`src/rtl/blood_ph_sampler.sv`:
```
// blood_ph_sampler
// Receives serial pH frames from the blood sensor and publishes a 4-sample
// averaged pH value.
// Frame format, one bit per bitStrobe cycle:
//   start 0, 4 data bits MSB first, even parity bit, stop 1.
// Good frames are clamped to PH_MAX and accumulated. Every 4th good frame
// loads bloodPH with the truncated average and pulses phValid. Bad frames
// pulse frameError and bump a saturating errorCount.
// Ports:
//   clk        system clock, rising edge
//   reset      synchronous active-high reset
//   bitStrobe  one-cycle qualifier for sensorData
//   sensorData serial sensor line (idles high)
//   bloodPH    averaged pH value (registered, holds between updates)
//   phValid    one-cycle pulse: new bloodPH value
//   frameError one-cycle pulse: frame rejected
//   errorCount saturating count of rejected frames
module blood_ph_sampler #(
  parameter int PH_MAX = 14
) (
  input  logic       clk,
  input  logic       reset,
  input  logic       bitStrobe,
  input  logic       sensorData,
  output logic [3:0] bloodPH,
  output logic       phValid,
  output logic       frameError,
  output logic [7:0] errorCount
);

  typedef enum logic [1:0] {
    IDLE   = 2'd0,
    DATA   = 2'd1,
    PARITY = 2'd2,
    STOP   = 2'd3
  } state_t;

  localparam logic [3:0] PH_MAX_4 = 4'(PH_MAX);

  // Even parity: data bits XOR parity bit must be zero.
  function automatic logic parity_ok(input logic [3:0] data, input logic par);
    return ((^data) ^ par) == 1'b0;
  endfunction

  // Limit a decoded sample to the physiological maximum.
  function automatic logic [3:0] clamp_ph(input logic [3:0] data);
    return (data > PH_MAX_4) ? PH_MAX_4 : data;
  endfunction

  state_t      state_r,      state_s;
  logic [1:0]  bit_cnt_r,    bit_cnt_s;
  logic [3:0]  shift_r,      shift_s;
  logic        par_r,        par_s;
  logic [5:0]  acc_r,        acc_s;
  logic [1:0]  cnt_r,        cnt_s;
  logic [3:0]  ph_s;
  logic        ph_valid_s;
  logic        frame_err_s;
  logic [7:0]  err_cnt_s;
  logic [5:0]  sum_s;

  // Accumulator plus the current clamped sample; at most 3*14+14 = 56, fits 6 bits.
  assign sum_s = acc_r + {2'b00, clamp_ph(shift_r)};

  // Next-state and datapath decisions; everything holds unless bitStrobe=1.
  always_comb begin
    state_s     = state_r;
    bit_cnt_s   = bit_cnt_r;
    shift_s     = shift_r;
    par_s       = par_r;
    acc_s       = acc_r;
    cnt_s       = cnt_r;
    ph_s        = bloodPH;
    ph_valid_s  = 1'b0;
    frame_err_s = 1'b0;
    err_cnt_s   = errorCount;
    if (bitStrobe) begin
      case (state_r)
        IDLE: begin
          if (!sensorData) begin
            state_s   = DATA;
            bit_cnt_s = 2'd0;
          end else begin
            state_s = IDLE;
          end
        end
        DATA: begin
          shift_s = {shift_r[2:0], sensorData};
          if (bit_cnt_r == 2'd3) begin
            state_s   = PARITY;
            bit_cnt_s = 2'd0;
          end else begin
            bit_cnt_s = bit_cnt_r + 2'd1;
          end
        end
        PARITY: begin
          par_s   = sensorData;
          state_s = STOP;
        end
        STOP: begin
          state_s = IDLE;
          if (sensorData && parity_ok(shift_r, par_r)) begin
            if (cnt_r == 2'd3) begin
              ph_s       = sum_s[5:2];
              ph_valid_s = 1'b1;
              acc_s      = 6'd0;
              cnt_s      = 2'd0;
            end else begin
              acc_s = sum_s;
              cnt_s = cnt_r + 2'd1;
            end
          end else begin
            frame_err_s = 1'b1;
            if (errorCount != 8'hFF) begin
              err_cnt_s = errorCount + 8'd1;
            end else begin
              err_cnt_s = errorCount;
            end
          end
        end
        default: begin
          state_s = IDLE;
        end
      endcase
    end else begin
      state_s = state_r;
    end
  end

  // State and output registers; reset discards any partial frame and samples.
  always_ff @(posedge clk) begin
    if (reset) begin
      state_r    <= IDLE;
      bit_cnt_r  <= 2'd0;
      shift_r    <= 4'd0;
      par_r      <= 1'b0;
      acc_r      <= 6'd0;
      cnt_r      <= 2'd0;
      bloodPH    <= 4'd0;
      phValid    <= 1'b0;
      frameError <= 1'b0;
      errorCount <= 8'd0;
    end else begin
      state_r    <= state_s;
      bit_cnt_r  <= bit_cnt_s;
      shift_r    <= shift_s;
      par_r      <= par_s;
      acc_r      <= acc_s;
      cnt_r      <= cnt_s;
      bloodPH    <= ph_s;
      phValid    <= ph_valid_s;
      frameError <= frame_err_s;
      errorCount <= err_cnt_s;
    end
  end

endmodule

```
`config.mk`:
```
export PLATFORM = sky130hd
export DESIGN_NAME = blood_ph_sampler
export DESIGN_NICKNAME = d
export VERILOG_FILES = /design/src/rtl/blood_ph_sampler.sv
export SDC_FILE = /design/constraint.sdc
export NUM_CORES = 1
export LEC_CHECK = 0
export BUFFER_PORTS_ARGS = -buffer_cell sky130_fd_sc_hd__buf_2
export CORE_MARGIN = 4
export CORE_UTILIZATION = 52
export CTS_CLUSTER_SIZE = 30
export DETAILED_ROUTE_END_ITERATION = 12
export PLACE_DENSITY = 0.75
export SLEW_MARGIN = 10
export SYNTH_ARGS = -nofsm -noshare
export SYNTH_HDL_FRONTEND = slang
export SYNTH_SLANG_ARGS = --single-unit
```
`constraint.sdc`:
```
create_clock -name clk -period 2.2 [get_ports clk]
set_input_delay 0 -clock clk [delete_from_list [all_inputs] [get_ports clk]]
set_output_delay 0 -clock clk [all_outputs]
set_load 0.02 [all_outputs]
```
==> metrics.csv <==
stage;metric;value;unit
synth;synth_top_flop_cell;dfxtp_1;
cts;root_buffer;clkbuf_4;
sta;relSlewSlack;57.5;%
synth;async_flop_share;0;%
cts;htreeDepth;2;
sta;fin_tns_setup;0;ns
routing;totalWireLength;3340;um
sta;clock_skew;0.00592;ns
floorplanning;chipHeight;65.0;um
final_layout;multi_input_area;1010;um2
sta;rsz0062_at_grt;true;
floorplanning;core_area;3080;um2
synth;synth.avg_cell_area;8.81;um2
sta;worstMarginPinSlew;0.621;ns
placement;port_buffers;17;
sta;finalSetupViolations;0;
final_layout;fillerInstances;281;
synth;synth_area;1690;um2
floorplanning;die_w;65.0;um
cts;clkSlewWorstSetupHoldPaths;0.10;ns
cts;cts_sinks;31;
synth;syn_nets;210;
routing;drc;0;
final_layout;final_nets;231;
hold_path;hold_end;shift_r[2];
setup_path;worstPathMaxFanout;6;
routing;drt-vias-per-instance;5.38;
routing;drt_iter0_markers;67;
pwr;leakagePower;0.749;nW
job;max-cap-violations;0;
sta;fin_ws;0.0250;ns
cts;insertion_delay;0.34;ns
sta;slew_viol_final;0;
hold_path;hp-class;input port to register;
synth;yosysTopAreaCellShare;36.7;%
synth;yosysUniqueCellTypes;41;
synth;synth_top_cell_by_area;dfxtp_1;
cts;clockBufferDepth;2;
synth;yosys_warnings;0;
floorplanning;dieArea;4230;um2
placement;dp.cells;248;
routing;drt-pass1-iter-count;4;
routing;via_count;1388;
grt;grt_pass1_vias;1377;
setup_path;r2r_end;errorCount[7];
synth;synth-seq-cells;31;
floorplanning;rows;20;
sta;fin_hold_ws;0.0368;ns
floorplanning;pin_count;18;
grt;grt_max_degree;40;
placement;gp_congestion;0.825;
hold_path;holdPathStages;3;
setup_path;timing.reg2reg.setup_slack;0.02;ns
sta;hold_viol;0;
setup_path;r2r_cells;6;
setup_path;r2r_start;shift_r[0];
routing;wire_per_inst;12.9;um
final_layout;antenna_cells;0;
setup_path;start_kind;register;
pwr;irDropWorstVdd;0.363;mV
grt;grt_overflow;0;
synth;yosys.cell_count.top_type;dfxtp_1;
hold_path;hp-start;bitStrobe;
synth;ys_seq_area_share;36.7;%
pwr;p_per_area;499;nW/um2
setup_path;cp-end-kind;register;
final_layout;seq_area;623;um2
final_layout;fin_cells;258;
setup_path;cp.arrival;2.37;ns
synth;syn_inst;192;
routing;final_antenna_net_count;0;
placement;dp_hpwl;2480;um
cts;cts_tree;yes;
sta;fin_crit;2.18;ns
synth;netlist_top_cells_count;31 x dfxtp_1, 20 x nand2_1, 13 x a21oi_1, 13 x ha_1;
setup_path;criticalPathCategory;register to register;
final_layout;area_growth;12.4;%
grt;grt.total_usage;17.2;%
grt;antenna_found_initial;0;
sta;fmax;0.460;GHz
placement;pre_cts_ws;0.0233;ns
synth;ys_top_cells_by_area;dfxtp_1 37%, ha_1 9.6%, nand2_1 4.4%;
setup_path;required;2.40;ns
outcome;status;finished clean;
grt;grt_pass1_wl;5710;um
sta;fin_crit_sh;98.9;%
floorplanning;start_util;55.0;%
synth;synth_edf_count;0;
final_layout;drive_gt1_share;20.6;%
cts;cts_buffers;5;
## through the flow
step	power, W	instance area, um2	util, %
6_report	0.000948	1900	61.8
3_5_place_dp	0.000637	1820	59.0
3_3_place_gp	0.000634	1820	59.0
5_1_grt	0.00100	1900	61.8
4_1_cts	0.000961	1880	61.1
2_1_floorplan	0.000627	1690	-
## layout by cell type, fill, tap and decap left out, drive strengths merged, types with 4 or more instances in the layout
cell type	synthesis	routed
nand3b	6	6
clkbuf	5	5
buf	3	21
o21ai	4	4
or3	5	5
nand3	11	11
a21oi	13	13
nand2	20	20
mux2	4	4
ha	13	13
mux2i	5	5
dfxtp	31	31
inv	10	10
and2	4	4
nor2	11	11
nor2b	10	10
nor3	5	5
nand2b	5	5
nand4	5	5
## registers in the layout (all words and copies together), names as in the netlist
register / cells
cnt_r: 2
frameError: 1
acc_r: 6
shift_r: 4
errorCount: 8
bit_cnt_r: 2
state_r: 2
par_r: 1
phValid: 1
bloodPH: 4
## layout make-up
class                      instances  share of cell area (%)
clock buffer                       5                    1.97
sequential                        31                    32.8
clock inverter                     3                   0.789
inverter                          10                    1.97
tap                               44                    2.89
multi-input combinational        143                    53.0
timing repair buffer              22                    6.58
## per-layer routing
metal  part of all wire, %  vias to the layer above  GRT usage (%)
met5                     0                        -              0
met4                  0.99                        0           4.66
met3                   3.9                        5           6.76
met2                    51                       17           30.3
met1                    44                      653           19.2
li1                      -                      713              -
## worst max path at each step
| stage | endpoint | start | slack [ns] |
|---|---|---|---|
| global route | errorCount[0] | shift_r[0] | -0.007 |
| detailed placement | bloodPH[2] | shift_r[0] | 0.02 |
| CTS | acc_r[1] | shift_r[0] | 0.02 |
| finish | errorCount[7] | shift_r[0] | 0.02 |
| floorplan | errorCount[3] | shift_r[0] | 0.11 |
| global placement | errorCount[3] | shift_r[0] | 0.09 |
## cell families after synthesis
logic type      count (synthesis)  share of synthesized area (%)
compound gates                 30                           11.5
xor+xnor                        4                           3.03
fa+ha+maj                      14                           10.8
buf+inv                        18                           4.51
flops                          31                           36.7
mux                             9                           5.62
simple gates                   86                           27.9
## worst max-delay path, cell delays in order (launching register included)
cell and delay [ns]:
dfxtp_2 0.34, inv_1 0.04, ha_1 0.29, xor3_2 0.44, a2111oi_0 0.63, and3_1 0.25
nor3_1 0.05
## where the power goes
group           total, W  leakage (nW)  switching, W  internal [W]
Sequential      0.000568         0.251    0.00000347      0.000565
Combinational  0.0000584         0.464     0.0000377     0.0000207
Clock           0.000322        0.0347      0.000203      0.000119
Total           0.000948         0.749      0.000244      0.000704
## what timing repair did
item	in CTS	in global routing
setup buffers	0	1
pin swaps	0	2
hold buffers	1	0
resized for setup	1	8
hold endpoints to repair	2	0
endpoints found under the setup margin	2	7
Power figures use the tool's default switching activity.
